File: src/rtl/gcd_operand_sequencer.sv
// gcd_operand_sequencer: queues operand pairs in a 2-entry FIFO and sequences
// an external GCD controller/datapath (clear, load A, load B, wait for done).
// Zero operands bypass the core. Jobs that never finish are aborted after TIMEOUT
// wait cycles, and the core is reset.
module gcd_operand_sequencer #(
   parameter int WIDTH   = 16,
   parameter int TIMEOUT = 70000
) (
   input  logic             clk,
   input  logic             rst,
   input  logic             in_valid,
   output logic             in_ready,
   input  logic [WIDTH-1:0] in_a,
   input  logic [WIDTH-1:0] in_b,
   output logic             core_rst,
   output logic             start,
   output logic [WIDTH-1:0] data_in,
   input  logic             done,
   input  logic [WIDTH-1:0] gcd_result,
   output logic             out_valid,
   input  logic             out_ready,
   output logic [WIDTH-1:0] out_data,
   output logic             out_err,
   output logic             busy
);

   localparam int CW = $clog2(TIMEOUT + 1);
   localparam logic [CW-1:0] TLIM = CW'(TIMEOUT);

   typedef enum logic [2:0] {
      S_IDLE,
      S_CLR,
      S_LDA,
      S_LDB,
      S_WAIT,
      S_OUT
   } state_t;

   state_t state;

   logic [2*WIDTH-1:0] mem [2];
   logic               wr_ptr;
   logic               rd_ptr;
   logic [1:0]         count;
   logic               push;
   logic               pop;
   logic [WIDTH-1:0]   head_a;
   logic [WIDTH-1:0]   head_b;

   logic [WIDTH-1:0]   wa;
   logic [WIDTH-1:0]   wb;
   logic [CW-1:0]      cnt;
   logic [CW-1:0]      cnt_inc;
   logic               core_rst_q;

   assign in_ready = (count != 2'd2);
   assign push     = in_valid && in_ready;
   assign pop      = (state == S_IDLE) && (count != 2'd0);
   assign head_a   = mem[rd_ptr][2*WIDTH-1:WIDTH];
   assign head_b   = mem[rd_ptr][WIDTH-1:0];
   assign cnt_inc  = cnt + CW'(1);
   assign busy     = (state != S_IDLE) || (count != 2'd0);
   // The core is held in reset together with this block while rst is asserted.
   assign core_rst = core_rst_q || rst;

   // FIFO storage; contents are meaningless while count is zero, so no reset.
   always_ff @(posedge clk) begin
      if (push) mem[wr_ptr] <= {in_a, in_b};
   end

   // FIFO pointers and occupancy; push and pop together leave count unchanged.
   always_ff @(posedge clk or posedge rst) begin
      if (rst) begin
         wr_ptr <= 1'b0;
         rd_ptr <= 1'b0;
         count  <= 2'd0;
      end else begin
         if (push) wr_ptr <= ~wr_ptr;
         if (pop)  rd_ptr <= ~rd_ptr;
         case ({push, pop})
            2'b10:   count <= count + 2'd1;
            2'b01:   count <= count - 2'd1;
            default: count <= count;
         endcase
      end
   end

   // Job sequencer with registered core controls and result outputs.
   always_ff @(posedge clk or posedge rst) begin
      if (rst) begin
         state      <= S_IDLE;
         wa         <= '0;
         wb         <= '0;
         cnt        <= '0;
         out_valid  <= 1'b0;
         out_data   <= '0;
         out_err    <= 1'b0;
         start      <= 1'b0;
         data_in    <= '0;
         core_rst_q <= 1'b0;
      end else begin
         start      <= 1'b0;
         data_in    <= '0;
         core_rst_q <= 1'b0;
         case (state)
            S_IDLE: begin
               if (pop) begin
                  wa <= head_a;
                  wb <= head_b;
                  if (head_a == '0 || head_b == '0) begin
                     // One zero operand yields the other; both zero yields 0 with error.
                     out_valid <= 1'b1;
                     out_data  <= head_a | head_b;
                     out_err   <= (head_a == '0) && (head_b == '0);
                     state     <= S_OUT;
                  end else begin
                     core_rst_q <= 1'b1;
                     state      <= S_CLR;
                  end
               end
            end
            S_CLR: begin
               start   <= 1'b1;
               data_in <= wa;
               state   <= S_LDA;
            end
            S_LDA: begin
               data_in <= wb;
               state   <= S_LDB;
            end
            S_LDB: begin
               cnt   <= '0;
               state <= S_WAIT;
            end
            S_WAIT: begin
               if (done) begin
                  out_valid <= 1'b1;
                  out_data  <= gcd_result;
                  out_err   <= 1'b0;
                  state     <= S_OUT;
               end else if (cnt_inc == TLIM) begin
                  cnt        <= cnt_inc;
                  out_valid  <= 1'b1;
                  out_data   <= '0;
                  out_err    <= 1'b1;
                  core_rst_q <= 1'b1;
                  state      <= S_OUT;
               end else begin
                  cnt <= cnt_inc;
               end
            end
            S_OUT: begin
               if (out_ready) begin
                  out_valid <= 1'b0;
                  state     <= S_IDLE;
               end
            end
            default: state <= S_IDLE;
         endcase
      end
   end

endmodule

File: config.mk
export PLATFORM = sky130hd
export DESIGN_NAME = gcd_operand_sequencer
export DESIGN_NICKNAME = d
export VERILOG_FILES = /design/src/rtl/gcd_operand_sequencer.sv
export SDC_FILE = /design/constraint.sdc
export NUM_CORES = 1
export LEC_CHECK = 0
export ABC_AREA = 1
export CORE_MARGIN = 2
export CORE_UTILIZATION = 51
export CTS_BUF_LIST = sky130_fd_sc_hd__clkbuf_4 sky130_fd_sc_hd__clkbuf_8
export DETAILED_ROUTE_END_ITERATION = 8
export HOLD_SLACK_MARGIN = 0.03
export PLACE_DENSITY_LB_ADDON = 0.25
export SLEW_MARGIN = 10
export SYNTH_ARGS = -nofsm -noshare
export SYNTH_HDL_FRONTEND = slang
export SYNTH_SLANG_ARGS = --single-unit
export TNS_END_PERCENT = 5
File: constraint.sdc
create_clock -name clk -period 2.65 [get_ports clk]
set_input_delay 0.265 -clock clk [delete_from_list [all_inputs] [get_ports clk]]
set_output_delay 0.265 -clock clk [all_outputs]
set_load 0.05 [all_outputs]
==> summary.txt, run 1 <==
Global routing
  • Vias in the first global route: 5391
  • Largest net degree at the start of global routing: between 60 and 70
  • Initial antenna violation count: 0
  • Overall Global Routing Usage: 24.9%
  • First-pass GRT wire length: 27.0 mm
  • Grt ovf: 0

Worst setup path
  • Critical Path AT: 2.80 ns
  • Startpoint types: register
  • Setup CP Type: register to register
  • Worst EP required: 3.04 ns
  • Crit-path max FO: 18
  • Crit. End Element: register

Power and ir drop
  • Internal Power: 0.00540 W
  • Sequential Power Share: 38.8%
  • Clock power share: 18.0%
  • Pwr dens: 1150 nW/um^2
  • Design Power: 0.00951 W
  • Leak: 3.52 nW
  • Max VDD drop: 0.000511 V
  • Sw frac: between 40% and 50%
  • P_sw: 0.00412 W
  • Comb power frac: 43.2%

Cells and area
  • Sequential cell area: 4220 sq um
  • Ratio of cells with drive above 1 in the final layout: 8.13%
  • ANT cells: 0
  • Area occupied by multi-input gates: 2160 sq um
  • Commonest non-fill, non-tap cell in the layout: nand2_1
  • Area grow syn2layout: 22.4%
  • Commonest cells after routing, fill and taps aside: nand2_1 (209), dfrtp_1 (92), clkdlybuf4s50_1 (89), edfxtp_1 (64), inv_1 (55)
  • Layout fillers: 1060
  • NumNets Final: 855
  • Final cell count without fillers: about 1000
  • Design area: 8270 sq um
  • Post-layout util: 63.2%

Die
  • Die Ht: ~120 um
  • Die W: 119 um
  • Die area: 14200 sq um
  • Initial Utilization: ~52%
  • Core Region: 13100 sq um
  • Num rows: 42
  • Top Ports: 91

Timing
  • Min Tclk post-route: 2.41 ns
  • Final setup fails: 0
  • Final Max Slew Viols: 0
  • Final Skew: 0.0151 ns
  • Slew margin rel.: between 50% and 60%
  • RSZ-0062 raised after global routing: no
  • F_max: approximately 420 MHz
  • Final period util: roughly nine tenths
  • Final WS setup: 0.242 ns
  • Worst-margin pin slew: 0.626 ns
  • Final hold vios: 0

Yosys
  • Top_reg_cell synth: dfrtp_1
  • Post-synth EDFFs: 64
  • Flops & latches, synth: 156
  • Number of distinct library cells after synthesis: 33
  • Synth top area share: 34.1%
  • Syn nets: 757
  • Post-synth ARST share: 59.0%
  • Part of the Yosys area used for sequential elements: 62.5%
  • Syn Area/Cell: ~9.6 sq um
  • Ranking of synthesized cells by area: dfrtp_1 (34%), edfxtp_1 (28%), nand2_1 (12%), o21ai_0 (3.5%), nand3_1 (3.3%)
  • Synthesized cell area: 6760 sq um
  • Area leader, netlist: dfrtp_1
  • Total number of yosys warnings: 0
  • Synth Instances: 701

Hold path
  • Hold Crit Class: input port to asynchronous set/reset pin

Place
  • Pre-CTS setup slack: 0.255 ns
  • PortBufs: 90
  • Cell area after placement: 7890 sq um
  • Post-DP HPWL: 12.0 mm
  • Gp weighted congestion: roughly 0.87
  • Cell count after placement: roughly 960

Detailed routing
  • Final WL: 16.5 mm
  • Via Count: 5261
  • Drt pass-1 iters: 5
  • Number of DRC markers in iteration 0: 430
  • Routed vias/inst: 5.32
  • Residual DRC count: 0
  • Wirelength per Cell: 16.7 um
  • Antenna-violating nets left: 0

CTS
  • CTS tree: done
  • Reg clk slew, reported paths: 0.09 ns
  • Clock latency on the worst-skew pair: approximately 0.46 ns
  • Clock tree root driver cell: clkbuf_8
  • CTS Hold Buffers Added: 0
  • CTS Buffer Depth: 2
  • H-tree depth: 4
  • Sink Count: 156
  • # Post-CTS Setup Buffers: 0
  • CTS buffer count: 17

Outcome
  • Status: finished clean

Flow run
  • Max-capacitance violation count: 0
## registers in the layout, summed over array words and instances (netlist names)
register and cells:
wa 16, state 3, count 2, out_data 16
data_in 16, out_err 1, rd_ptr 1, out_valid 1
core_rst_q 1, cnt 17, wb 16, start 1
mem 64, wr_ptr 1
## through the flow
stage | hold slack [ns] | TNS (ns)
after CTS | 0.204 | 0
after floorplan | 0.364 | -5.50
after global placement | 0.463 | 0
after detailed placement | 0.458 | 0
after global routing | 0.257 | 0
final | 0.202 | 0
## routing by layer
layer | track usage, % | vias to the layer above | part of all wire (%)
met5 | 0 | - | 0
met4 | 11.4 | 0 | 3.1
met3 | 4.84 | 36 | 4.8
met2 | 44.3 | 168 | 53
met1 | 29.1 | 2517 | 39
li1 | - | 2540 | -
## worst max-delay path, cell delays in order, from the launching register on
cell and delay, ns:
dfrtp_1 0.44, ha_2 0.27, inv_1 0.07, nor2_1 0.25, nand2_1 0.15, nand2_1 0.08
nand2_1 0.07, nor2_1 0.08, nand2_1 0.08, nor2_1 0.13, nand3_1 0.12, nand2_2 0.15
buf_4 0.23, nand3_1 0.12, nand2_1 0.09
## kinds of logic (layout without fill, tap and decap cells)
kind of cell	count (synthesis)	after routing	synth area share, %
XOR/XNOR	4	4	0.519
flip-flops	156	156	62.5
buffers and inverters	89	200	5.63
adder cells (fa/ha/maj)	3	3	0.556
AND/OR/NAND/NOR	326	326	20.1
AO/OA/AOI/OAI	123	123	10.7
## final timing paths
path                           start           end  slack, ns  cells after the start
max                           cnt[0]  out_data[15]       0.24                     14
min                              rst       cnt[11]       0.20                      2
max reg2reg                   cnt[0]  out_data[15]       0.24                     14
min reg2reg                out_valid     out_valid       0.48                      2
max in group asynchronous        rst       out_err       1.77                      3
min in group clk            in_a[10]    mem[0][26]       0.38                      1
## synth_stat cells (all sizes together), types with 3 or more instances
library cell / count
nand2: 212
dfrtp: 92
o21ai: 66
edfxtp: 64
inv: 59
nor2: 52
nand3: 44
a21oi: 21
clkbuf: 16
a31oi: 15
a32o: 15
buf: 13
or2: 9
nand4: 6
o22ai: 6
ha: 3
xor2: 3
## area by class of cell
cell class | instances | share of cell area (%)
clock buffers | 18 | 2.92
clock inverters | 14 | 1.68
inverters | 60 | 2.74
multi-input cells | 456 | 26.1
flip-flops and latches | 156 | 51.1
well taps | 176 | 2.66
repair buffers | 108 | 12.8
## power by group through the flow
stage / sequential [W] / clock (W) / combinational [W]
after global placement: 0.00371 / 0 / 0.00404
final: 0.00369 / 0.00171 / 0.00411
after detailed placement: 0.00374 / 0 / 0.00411
after floorplan: 0.00448 / 0 / 0.00195
after global routing: 0.00377 / 0.00184 / 0.00446
after CTS: 0.00369 / 0.00173 / 0.00412
## what timing repair did
| action | 4_1_cts | 5_1_grt |
|---|---|---|
| hold endpoints to repair | 0 | 0 |
| endpoints found under the setup margin | 0 | 3 |
| resized for setup | 0 | 1 |
Note: power is estimated with default switching activity, not from simulation.
==> inputs of run 2 (changes only) <==
Settings changed: CORE_UTILIZATION 51 to 59, DONT_BUFFER_PORTS set to 1, PLACE_DENSITY set to 0.77, PLACE_DENSITY_LB_ADDON 0.25 to unset.
==> run 2 against run 1 <==
Net effect:
- critical path depth is 1 higher
- combinational power is 34% lower
- register-to-register slack better by 0.02 ns
- largest cell class unchanged
- cell count is 8.6% lower
- power is 4.9% lower
==> summary.txt, run 2 (synthesized netlist as in run 1, its figures left out) <==
Cells and area
  • NumNets Final: 803
  • Area occupied by multi-input gates: approximately 2200 sq um
  • Layout fillers: 838
  • Final cell count without fillers: 903
  • Max FFs per register: 64
  • Commonest cells after routing, fill and taps aside: nand2_1 (209), dfrtp_1 (92), edfxtp_1 (64), inv_1 (55), o21ai_0 (47)
  • Sequential cell area: 4220 sq um
  • Commonest non-fill, non-tap cell in the layout: nand2_1
  • Area grow syn2layout: 13.8%
  • Ratio of cells with drive above 1 in the final layout: under 10%
  • ANT cells: 0
  • Largest regs: mem (64), cnt (17)
  • Biggest register: mem

Timing
  • Final setup fails: 0
  • RSZ-0062 raised after global routing: no
  • Hold Slack: 0.0747 ns
  • Final period util: approximately nine tenths
  • Slew margin rel.: 45.3%
  • Final Max Slew Viols: 0
  • Worst-margin pin slew: 0.821 ns
  • Final Skew: just under 0.009 ns
  • Min Tclk post-route: 2.38 ns
  • Final hold vios: 0
  • F_max: 419 MHz
  • Final WS setup: 0.265 ns

Flow run
  • Max-capacitance violation count: 0

Outcome
  • Status: finished clean

Global routing
  • Overall Global Routing Usage: 27.8%
  • Largest net degree at the start of global routing: 64
  • Vias in the first global route: 5068
  • Initial antenna violation count: 0
  • First-pass GRT wire length: 26.0 mm
  • Grt ovf: 0

CTS
  • H-tree depth: 4
  • CTS buffer count: 17
  • Clock latency on the worst-skew pair: 0.46 ns
  • Clock tree root driver cell: clkbuf_8
  • CTS Buffer Depth: 2
  • CTS tree: done
  • Reg clk slew, reported paths: 0.08 ns
  • Sink Count: between 150 and 200

Detailed routing
  • Drt pass-1 iters: 5
  • Final WL: 16.3 mm
  • Number of DRC markers in iteration 0: 426
  • Residual DRC count: 0
  • Wirelength per Cell: 18.1 um
  • Antenna-violating nets left: 0
  • Routed vias/inst: ~5.7
  • Via Count: 5161

Worst setup path
  • Delay of the slowest cell on the worst path: 0.43 ns
  • Worst EP required: about 3 ns
  • Crit path cell chain: ha_1 -> inv_1 -> nor2_2 -> nand2_1 -> nand2_1 -> nand2_1 -> nor2_1 -> nand2_1 -> nor2_1 -> nand3_1 -> nand2_2 -> buf_4 -> nand2_1 -> nand2_1 -> nand2_1
  • Critical Path AT: 2.73 ns
  • Slowest cell on the critical path: dfrtp_1
  • Start of the worst register-to-register path: cnt[0]
  • Crit-path most repeated cell: nand2_1
  • Worst Reg-to-Reg Cells: 15
  • R2R setup slack: around 0.27 ns
  • Startpoint types: register
  • Crit-path max FO: 16
  • Crit. End Element: register
  • Setup CP Type: register to register
  • Reg2reg end: out_valid

Power and ir drop
  • Max VDD drop: 0.000738 V
  • Leak: 3.33 nW
  • Pwr dens: 1180 nW/um^2

Place
  • Pre-CTS setup slack: 0.198 ns
  • Post-DP HPWL: 11.4 mm
  • PortBufs: 0
  • Cell count after placement: 836
  • Gp weighted congestion: 0.927

Die
  • Top Ports: 91
  • Die W: 111 um
  • Num rows: 39
  • Initial Utilization: 59.9%
  • Die Ht: between 100 and 150 um
  • Die area: around 12000 sq um
  • Core Region: 11300 sq um

Hold path
  • Hold depth: 3
  • Hold Crit Start: done
  • Hold Crit Class: input port to register
  • WHS Endpoint: cnt[14]
[run 2: cell types whose count changed in the layout (fill, tap and decap cells not counted), sizes merged]
| cell | previous run | this run |
|---|---|---|
| buf | 19 | 21 |
| clkinv | 7 | 8 |
| bufinv | 1 | 2 |
| clkdlybuf4s50 | 89 | 0 |
| dlygate4sd3 | 0 | 35 |
| clkbuf | 18 | 21 |
| inv | 63 | 58 |
[run 2: per-layer routing]
metal | vias to the layer above | track usage, % | share of wire, %
met1 | 2488 | 32.4 | 38
met4 | 0 | 12.9 | 3.7
met2 | 192 | 49.0 | 53
li1 | 2435 | - | -
met5 | - | 0 | 0
met3 | 46 | 6.40 | 5.4
[run 2: how the worst max path moves through the flow]
stage                     startpoint   endpoint  slack (ns)
after floorplan             count[0]  mem[0][0]       -0.15
after global placement        cnt[0]  out_valid        0.25
after detailed placement      cnt[0]  out_valid        0.20
after CTS                     cnt[0]  out_valid        0.19
after global routing          cnt[0]  out_valid        0.01
final                         cnt[0]  out_valid        0.27
[run 2: critical path: cells and delay by family (launching register included)]
kind,cells,cell delay [ns]
flip-flops,1,0.43
buffers and inverters,2,0.32
adder cells (fa/ha/maj),1,0.29
AND/OR/NAND/NOR,12,1.19
[run 2: layout make-up]
class	instances	area share [%]
clock buffers	21	3.51
clock inverters	11	1.58
inverters	60	2.94
multi-input cells	456	28.1
flip-flops and latches	156	54.9
well taps	143	2.33
repair buffers	56	6.60
[run 2: repair_timing]
| action | CTS | global route |
|---|---|---|
| hold buffers | 35 | 0 |
| resized for setup | 0 | 2 |
| endpoints found under the hold margin | 108 | 0 |
| endpoints found under the setup margin | 0 | 10 |
| buffers inserted | 0 | 0 |
[run 2: per-stage QoR]
stage	area, sq um	TNS [ns]	power, W	utilization (%)
after floorplan	6760	-5.50	0.00643	-
after global routing	7690	0	0.00956	68.2
final	7690	0	0.00904	68.2
after global placement	6940	0	0.00713	61.6
after detailed placement	6940	0	0.00724	61.6
after CTS	7690	0	0.00902	68.2
[run 2: where the power goes]
part / internal [W] / switching, W / total [W]
Clock: 0.000887 / 0.000858 / 0.00174
Sequential: 0.00332 / 0.00127 / 0.00458
Combinational: 0.000857 / 0.00186 / 0.00272
Total: 0.00506 / 0.00399 / 0.00904
